File: config.mk
export PLATFORM = sky130hd
export DESIGN_NAME = read_data_mux
export DESIGN_NICKNAME = d
export VERILOG_FILES = /design/src/rtl/read_data_mux_pkg.sv /design/src/rtl/read_data_mux_switch_debouncer.sv /design/src/rtl/read_data_mux.sv
export SDC_FILE = /design/constraint.sdc
export NUM_CORES = 1
export LEC_CHECK = 0
export ABC_AREA = 1
export CORE_MARGIN = 3
export CORE_UTILIZATION = 35
export CTS_BUF_LIST = sky130_fd_sc_hd__clkbuf_4 sky130_fd_sc_hd__clkbuf_8 sky130_fd_sc_hd__clkbuf_16
export CTS_CLUSTER_DIAMETER = 150
export DETAILED_ROUTE_END_ITERATION = 10
export PLACE_DENSITY = 0.66
export SYNTH_ARGS = -nofsm -noshare
export SYNTH_HDL_FRONTEND = slang
export SYNTH_SLANG_ARGS = --single-unit
File: constraint.sdc
create_clock -name clk -period 4.8 [get_ports clk]
set_input_delay 0.72 -clock clk [delete_from_list [all_inputs] [get_ports clk]]
set_output_delay 0.72 -clock clk [all_outputs]
set_load 0.005 [all_outputs]
File: src/rtl/read_data_mux_pkg.sv
// ============================================================================
// read_mux_pkg
// Shared definitions for the read-side data mux: source encodings for the
// select pipeline, the pipeline entry type and the address-select priority
// encoder.
// ============================================================================
package read_mux_pkg;

    // Source codes carried through the select pipeline
    localparam logic [1:0] SRC_NONE = 2'd0;
    localparam logic [1:0] SRC_DMEM = 2'd1;
    localparam logic [1:0] SRC_IMEM = 2'd2;
    localparam logic [1:0] SRC_SW   = 2'd3;

    // One slot of the select pipeline
    typedef struct packed {
        logic       valid;
        logic [1:0] src;
    } pipe_entry_t;

    // Switch peripheral wins over data memory, data memory over instruction
    // memory; no select at all means the read hit nothing.
    function automatic logic [1:0] encodeSrc(
        input logic selSwitch,
        input logic selDataMem,
        input logic selInstMem
    );
        logic [1:0] src;
        src = SRC_NONE;
        if (selSwitch) begin
            src = SRC_SW;
        end else if (selDataMem) begin
            src = SRC_DMEM;
        end else if (selInstMem) begin
            src = SRC_IMEM;
        end
        return src;
    endfunction

endpackage

File: src/rtl/read_data_mux_switch_debouncer.sv
// ============================================================================
// switch_debouncer
// Synchronizes the asynchronous board switches with two flops and only
// accepts a new value once it has been stable for DEBOUNCE_CYCLES
// consecutive synchronized samples.
//
// Ports
//   clk       in   1         system clock, rising edge
//   rst_n     in   1         asynchronous reset, active low
//   i_raw     in   SW_WIDTH  asynchronous switch inputs
//   o_stable  out  SW_WIDTH  debounced switch value
// ============================================================================
module switch_debouncer #(
    parameter int SW_WIDTH        = 16,
    parameter int DEBOUNCE_CYCLES = 4
) (
    input  logic                clk,
    input  logic                rst_n,
    input  logic [SW_WIDTH-1:0] i_raw,
    output logic [SW_WIDTH-1:0] o_stable
);

    localparam int CW = $clog2(DEBOUNCE_CYCLES + 1);

    logic [SW_WIDTH-1:0] r_sync1;
    logic [SW_WIDTH-1:0] r_sync2;
    logic [SW_WIDTH-1:0] r_syncPrev;
    logic [SW_WIDTH-1:0] r_stable;
    logic [CW-1:0]       r_count;
    logic [CW-1:0]       w_countNext;
    logic                w_restart;

    // A change between consecutive samples restarts the stability window;
    // so does agreement with the accepted value, since there is nothing to
    // accept in that case.
    assign w_restart   = (r_sync2 != r_syncPrev) || (r_sync2 == r_stable);
    assign w_countNext = (r_count == CW'(DEBOUNCE_CYCLES)) ? r_count : r_count + 1'b1;

    always_ff @(posedge clk or negedge rst_n) begin
        if (!rst_n) begin
            r_sync1    <= '0;
            r_sync2    <= '0;
            r_syncPrev <= '0;
            r_stable   <= '0;
            r_count    <= '0;
        end else begin
            r_sync1    <= i_raw;
            r_sync2    <= r_sync1;
            r_syncPrev <= r_sync2;
            if (w_restart) begin
                r_count <= '0;
            end else begin
                r_count <= w_countNext;
                // Accept on the edge where the counter reaches DEBOUNCE_CYCLES-1;
                // the restart that follows keeps the counter from going further.
                if (w_countNext == CW'(DEBOUNCE_CYCLES - 1)) begin
                    r_stable <= r_sync2;
                end
            end
        end
    end

    assign o_stable = r_stable;

endmodule

File: src/rtl/read_data_mux.sv
// ============================================================================
// read_data_mux
// Read-side counterpart of the memory-mapped write demux. Steers read data
// from data memory, instruction memory or the debounced board switches back
// to the CPU load path, and flags reads that decode to no device.
//
// Ports
//   clk             in   1           system clock, rising edge
//   rst_n           in   1           asynchronous reset, active low
//   i_readEnable    in   1           CPU issues a read this cycle
//   i_selDataMem    in   1           address decodes to data memory
//   i_selInstMem    in   1           address decodes to instruction memory
//   i_selSwitch     in   1           address decodes to switch peripheral
//   i_dataMemRdata  in   DATA_WIDTH  data memory read port
//   i_instMemRdata  in   DATA_WIDTH  instruction memory read port
//   i_switchesRaw   in   SW_WIDTH    asynchronous board switches
//   o_readData      out  DATA_WIDTH  returned read data, held between responses
//   o_readValid     out  1           one-cycle pulse, response valid
//   o_readError     out  1           qualifies o_readValid: read hit no device
//   o_switchState   out  SW_WIDTH    current debounced switch value
// ============================================================================
module read_data_mux
    import read_mux_pkg::*;
#(
    parameter int DATA_WIDTH      = 32,
    parameter int SW_WIDTH        = 16,
    parameter int MEM_LATENCY     = 1,   // 1 or 2
    parameter int DEBOUNCE_CYCLES = 4
) (
    input  logic                  clk,
    input  logic                  rst_n,
    input  logic                  i_readEnable,
    input  logic                  i_selDataMem,
    input  logic                  i_selInstMem,
    input  logic                  i_selSwitch,
    input  logic [DATA_WIDTH-1:0] i_dataMemRdata,
    input  logic [DATA_WIDTH-1:0] i_instMemRdata,
    input  logic [SW_WIDTH-1:0]   i_switchesRaw,
    output logic [DATA_WIDTH-1:0] o_readData,
    output logic                  o_readValid,
    output logic                  o_readError,
    output logic [SW_WIDTH-1:0]   o_switchState
);

    pipe_entry_t           r_pipe [MEM_LATENCY];
    pipe_entry_t           w_issue;
    pipe_entry_t           w_resp;
    logic [SW_WIDTH-1:0]   w_switchState;
    logic [DATA_WIDTH-1:0] w_switchExt;
    logic [DATA_WIDTH-1:0] r_readData;
    logic                  r_readValid;
    logic                  r_readError;

    switch_debouncer #(
        .SW_WIDTH        (SW_WIDTH),
        .DEBOUNCE_CYCLES (DEBOUNCE_CYCLES)
    ) u_debouncer (
        .clk      (clk),
        .rst_n    (rst_n),
        .i_raw    (i_switchesRaw),
        .o_stable (w_switchState)
    );

    always_comb begin
        w_issue       = '0;
        w_issue.valid = i_readEnable;
        w_issue.src   = encodeSrc(i_selSwitch, i_selDataMem, i_selInstMem);
    end

    // Zero-extend the switches; written this way so DATA_WIDTH == SW_WIDTH
    // does not need a zero-width replication.
    always_comb begin
        w_switchExt                 = '0;
        w_switchExt[SW_WIDTH-1:0]   = w_switchState;
    end

    // Select pipeline: one slot per cycle of memory latency, so the tail
    // lines up with the cycle the memory presents its data.
    always_ff @(posedge clk or negedge rst_n) begin
        if (!rst_n) begin
            for (int i = 0; i < MEM_LATENCY; i++) begin
                r_pipe[i] <= '0;
            end
        end else begin
            r_pipe[0] <= w_issue;
            for (int i = 1; i < MEM_LATENCY; i++) begin
                r_pipe[i] <= r_pipe[i-1];
            end
        end
    end

    assign w_resp = r_pipe[MEM_LATENCY-1];

    // Registered response. The switch source takes the debounced value as
    // it stands before this edge, so an accept on the same edge is not seen.
    always_ff @(posedge clk or negedge rst_n) begin
        if (!rst_n) begin
            r_readData  <= '0;
            r_readValid <= 1'b0;
            r_readError <= 1'b0;
        end else begin
            r_readValid <= w_resp.valid;
            r_readError <= 1'b0;
            if (w_resp.valid) begin
                case (w_resp.src)
                    SRC_DMEM: r_readData <= i_dataMemRdata;
                    SRC_IMEM: r_readData <= i_instMemRdata;
                    SRC_SW:   r_readData <= w_switchExt;
                    default: begin
                        r_readData  <= '0;
                        r_readError <= 1'b1;
                    end
                endcase
            end
        end
    end

    assign o_readData    = r_readData;
    assign o_readValid   = r_readValid;
    assign o_readError   = r_readError;
    assign o_switchState = w_switchState;

endmodule

# Word level (Yosys, flattened, before mapping)
# Cells that the tools add are included.
[word_totals] reg_bits=104 in_bits=86
[classes] addsub=1 n_eq_ne=7 muxes=8 bitwise_logic=1 reduce_logical=3
[ops] op="$pmux 32 s3" n=1
[ops] op="$eq 16x16->1" n=1
[ops] op="$ne 16x16->1" n=1
[ops] op="$mux 2" n=3
[ops] op="$mux 3" n=2
[ops] op="$eq 2x2->1 const B" n=2
[ops] op="$add 3x1->3 const B" n=1
[ops] op="$eq 3x2->1 const B" n=1
[ops] op="$eq 3x3->1 const B" n=1
[ops] op="$reduce_or 3->1" n=1
[ops] op="$eq 2x1->1 const B" n=1
[ops] op="$mux 1" n=2
[ops] op="$reduce_and 2->1" n=1
[ops] op="$logic_or 1x1->1" n=1
[ops] op="$not 1->1" n=1

# Longest topological paths before layout
[depth] word_depth=4 mapped_depth=11 ltp_nobuf=10

# Hierarchy
# From an unflattened synthesis, not the netlist that was laid out.
[hier_totals] cells_unflattened=549 hier_area_um2=4748.3
[modules_own_cells] mod="switch_debouncer" n_inst=1 cells_per_inst=276 area_per_inst_um2=2725.1 seq_area_each_um2=1676.6
[modules_own_cells] mod="read_data_mux" n_inst=1 cells_per_inst=273 area_per_inst_um2=2023.2 seq_area_each_um2=925.9

# Worst setup path after synthesis
# Ideal clock, no wire load.
[synth_timing] path_type="reg2reg" startpoint="register u_debouncer.r_count[0]" endpoint="register u_debouncer.r_stable[13] (netlist: u_debouncer.o_stable[13])" setup_time_ps=116 t_arrival_ps=1411 setup_slack_ps=3273 stages_incl_launch_ff=9 n_path_buf=2 period_less_slack_ps=1527 path_cell_list="dfrtp_1 > ha_1 > xnor2_1 > and3_1 > buf_2 > nand3_4 > buf_12 > nand2_2 > nand2_2"
[synth_via] elab_chain_len=4 elab_cells_between_ends=5
[synth_rtl] item="from (decl)" line_no="read_data_mux_switch_debouncer.sv:29" source="logic [CW-1:0] r_count;"
[synth_rtl] item="from (signal assigned)" line_no="read_data_mux_switch_debouncer.sv:53" source="r_count <= w_countNext;"
[synth_rtl] item="$add 3x1->3 / $eq 3x3->1 (equally long branches)" line_no="read_data_mux_switch_debouncer.sv:37" source="assign w_countNext = (r_count == CW'(DEBOUNCE_CYCLES)) ? r_count : r_count + 1'b1;"
[synth_rtl] item="$mux 3 (*)" line_no="read_data_mux_switch_debouncer.sv:37"
[synth_rtl] item="$eq 3x2->1 (*)" line_no="read_data_mux_switch_debouncer.sv:56" source="if (w_countNext == CW'(DEBOUNCE_CYCLES - 1)) begin"
[synth_rtl] item="$reduce_and 2->1 (no source line) (*)"
[synth_rtl] item="to (signal assigned)" line_no="read_data_mux_switch_debouncer.sv:57" source="r_stable <= r_sync2;"
[synth_rtl] item="to (decl)" line_no="read_data_mux_switch_debouncer.sv:28" source="logic [SW_WIDTH-1:0] r_stable;"
# Every way passes the cells marked *; elsewhere a longest branch is shown, timed or not.
# A chain may end at the register's enable or synchronous reset.

# Final worst setup path
[layout_timing] startpoint="register u_debouncer.r_count[0]" endpoint="register u_debouncer.r_stable[1] (netlist: u_debouncer.o_stable[1])"
# The elaborated chain is that of the path after synthesis.

==> results.sh <==
export IMPL_status="finished, final reports clean"
export IMPL_initial_core_util=0.365
export IMPL_ios=136
export IMPL_layout_worst_path_cycle_share=0.434
export IMPL_worst_hold_slack_ns=0.347
export IMPL_setup_viol=0
export IMPL_reg2reg_from="u_debouncer.r_count[0]"
export IMPL_worst_pin_slew_ns=1.07
export IMPL_fmax_mhz=480
export IMPL_p_sw_uw=424
export IMPL_ctsResizeCount=0
export IMPL_dr_max_layer_used="met4"
export IMPL_area_growth_pct=40.1
export IMPL_clkTransAtPathRegs_ns=0.06
export IMPL_p_sw_frac=0.220
export IMPL_viasPerCell=4.58
export IMPL_maxCapViolCount=0
export IMPL_p_leak_uw=0.00282
export IMPL_fp_dieH_um=119
export IMPL_synthTopCellsByCount="nand2_1 (151), dfrtp_1 (104), inv_1 (41), nor2_1 (32), nand2_2 (25)"
export IMPL_final_max_slew_viol_count=0
export IMPL_ys_warn_count=0
export IMPL_p_per_area_mw_per_mm2=309
export IMPL_hp_start="u_debouncer.r_sync1[0]"
export IMPL_cp_max_fo=17
export IMPL_vias=3513
export IMPL_syn_avg_cell_area_um2=9.59
export IMPL_slew_headroom=0.289
export IMPL_cts_tree="yes"
export IMPL_p_seq_frac=0.498
export IMPL_setup_tns_ns=0
export IMPL_crit_required_ns=5.02
export IMPL_seq_area_mm2=0.00260
export IMPL_n_antenna_cell=0
export IMPL_grtUsageTotal=0.162
export IMPL_p_comb_frac=0.127
export IMPL_grt_ovfl_total=0
export IMPL_ys_async_sr_fraction=1.00
export IMPL_synth_top_area_frac=0.585
export IMPL_wl_met2_um=5610
export IMPL_ys_seq_area_frac=0.585
export IMPL_clock_sinks=104
export IMPL_root_buffer="clkbuf_16"
export IMPL_endpoint_kind="flop"
export IMPL_wl_met3_um=566
export IMPL_multi_input_area_mm2=0.00160
export IMPL_drt_met1_wl_um=4860
export IMPL_grt_max_degree=69
export IMPL_placementRows=40
export IMPL_fill_cells=1163
export IMPL_final_core_util=0.511
export IMPL_synth_cell_types=27
export IMPL_die_area_mm2=0.0141
export IMPL_clockPowerShare=0.374
export IMPL_drive_gt1_frac=0.115
export IMPL_clock_path_buffers=2
export IMPL_cp_start_kind="flop"
export IMPL_die_w_um=119
export IMPL_hold_viol_final=0
export IMPL_critPathLaunch="u_debouncer.r_count[0]"
export IMPL_syn_area_mm2=0.00445
export IMPL_syn_nets=553
export IMPL_cts_made_buffers=9
export IMPL_postCtsSetupBuffers=0
export IMPL_synth_area_leaders="dfrtp_1 (58%), nand2_1 (13%), mux2_2 (4.0%)"
export IMPL_port_buffers=135
export IMPL_htreeDepth=3
export IMPL_power_internal_uw=1500
export IMPL_coreArea_mm2=0.0122
export IMPL_vdd_ir_drop_max_mv=0.193
export IMPL_ys_ff_latch=104
export IMPL_cts_hold_buf=0
export IMPL_gp_congestion=0.772
export IMPL_wl_per_cell_um=14.5
export IMPL_yosysTopAreaCell="dfrtp_1"
export IMPL_drt_iter0_drc=163
export IMPL_worstSkewPairLatency_ns=0.33
export IMPL_ys_flop_type="dfrtp_1"
export IMPL_grt_first_pass_wirelength_um=18500
export IMPL_wl_um=11200
export IMPL_drt_pass1_iter_count=4
export IMPL_skew_ns=0.00447
export IMPL_cp_arrival_ns=2.31
export IMPL_drtAntennaViolNets=0
export IMPL_syn_inst=464
export IMPL_rsz0062_at_grt="no"
export IMPL_nets=685
export IMPL_hp_class="flop to flop"
export IMPL_fin_total_pwr_uw=1930
export IMPL_synth_edf_count=0
export IMPL_min_period_ns=2.08
export IMPL_grt_pass1_vias=3572
export IMPL_dp_hpwl_um=8280
export IMPL_drc=0
export IMPL_synth_most_common_cell="nand2_1"
export IMPL_path_class="flop to flop"
export IMPL_antenna_found_initial=0
==> area by class of cell <==
class	count	area share
Clock buffer	11	0.0405
Clock inverter	3	0.00682
Multi-Input combinational cell	301	0.257
Timing Repair Buffer	138	0.220
Tap cell	168	0.0337
Sequential cell	104	0.417
Inverter	42	0.0253
==> metal layers <==
metal,global-route usage,vias to the layer above
met5,0,-
met4,0.0355,0
met3,0.0440,8
met2,0.277,83
met1,0.206,1693
li1,-,1729
==> worst max-delay path, cell delays in order, from the launching register on <==
cell and delay [ns]:
dfrtp_1 0.40, ha_1 0.21, xnor2_1 0.19, and3_1 0.65, nand3_4 0.32, nand2_1 0.14, nand2_1 0.06
==> stage by stage <==
step / cells / instance area [um2] / worst slack (ns)
after global routing: 767 / 6240 / 2.44
after floorplan: 464 / 4450 / 3.27
after CTS: 767 / 6240 / 2.71
final: 767 / 6240 / 2.72
after global placement: 753 / 5940 / 2.85
after detailed placement: 753 / 5940 / 2.72
==> state kept, by name, summed over array words and instances (netlist names) <==
name and flops:
o_readData 32, o_readError 1, o_readValid 1, r_pipe 3, u_debouncer.o_stable 16, u_debouncer.r_count 3
u_debouncer.r_sync1 16, u_debouncer.r_sync2 16, u_debouncer.r_syncPrev 16
==> power groups by stage <==
stage	Sequential, uW	Combinational (uW)	Clock, uW
6_report	960	246	721
5_1_grt	967	269	779
4_1_cts	961	251	744
3_5_place_dp	978	250	0
3_3_place_gp	975	245	0
2_1_floorplan	972	83.0	0
==> cell families after synthesis <==
| kind of cell | count (synthesis) | share of synthesized area |
|---|---|---|
| flops | 104 | 0.585 |
| fa+ha+maj | 3 | 0.00843 |
| simple gates | 237 | 0.236 |
| buf+inv | 59 | 0.0565 |
| compound gates | 33 | 0.0500 |
| mux | 16 | 0.0405 |
| xor+xnor | 12 | 0.0236 |
==> placed cells by master (no fill, tap or decap), drive strengths merged <==
master         Yosys  layout
a21oi              2       2
a31oi             16      16
and3               1       1
buf               11       4
bufinv             0       1
clkbuf             6      11
clkdlybuf4s50      0     134
clkinv             0       1
clkinvlp           0       1
dfrtp            104     104
ha                 3       3
inv               42      42
mux2              16      16
nand2            177     177
nand3              4       4
nand4             16      16
nor2              37      37
nor3b              1       1
o211ai            14      14
o21bai             1       1
or2                1       1
xnor2             12      12
==> worst paths after layout <==
check                      slack, ns  cells past startpoint                      end
setup / recovery                2.72                      6  u_debouncer.o_stable[1]
min in group asynchronous       0.50                      1   u_debouncer.r_sync1[1]
setup reg to reg                2.72                      6  u_debouncer.o_stable[1]
hold / removal                  0.35                      0   u_debouncer.r_sync2[0]
hold reg to reg                 0.35                      0   u_debouncer.r_sync2[0]
max in group asynchronous       3.31                      2   u_debouncer.r_sync1[9]
(Power assumes the default switching activity.)
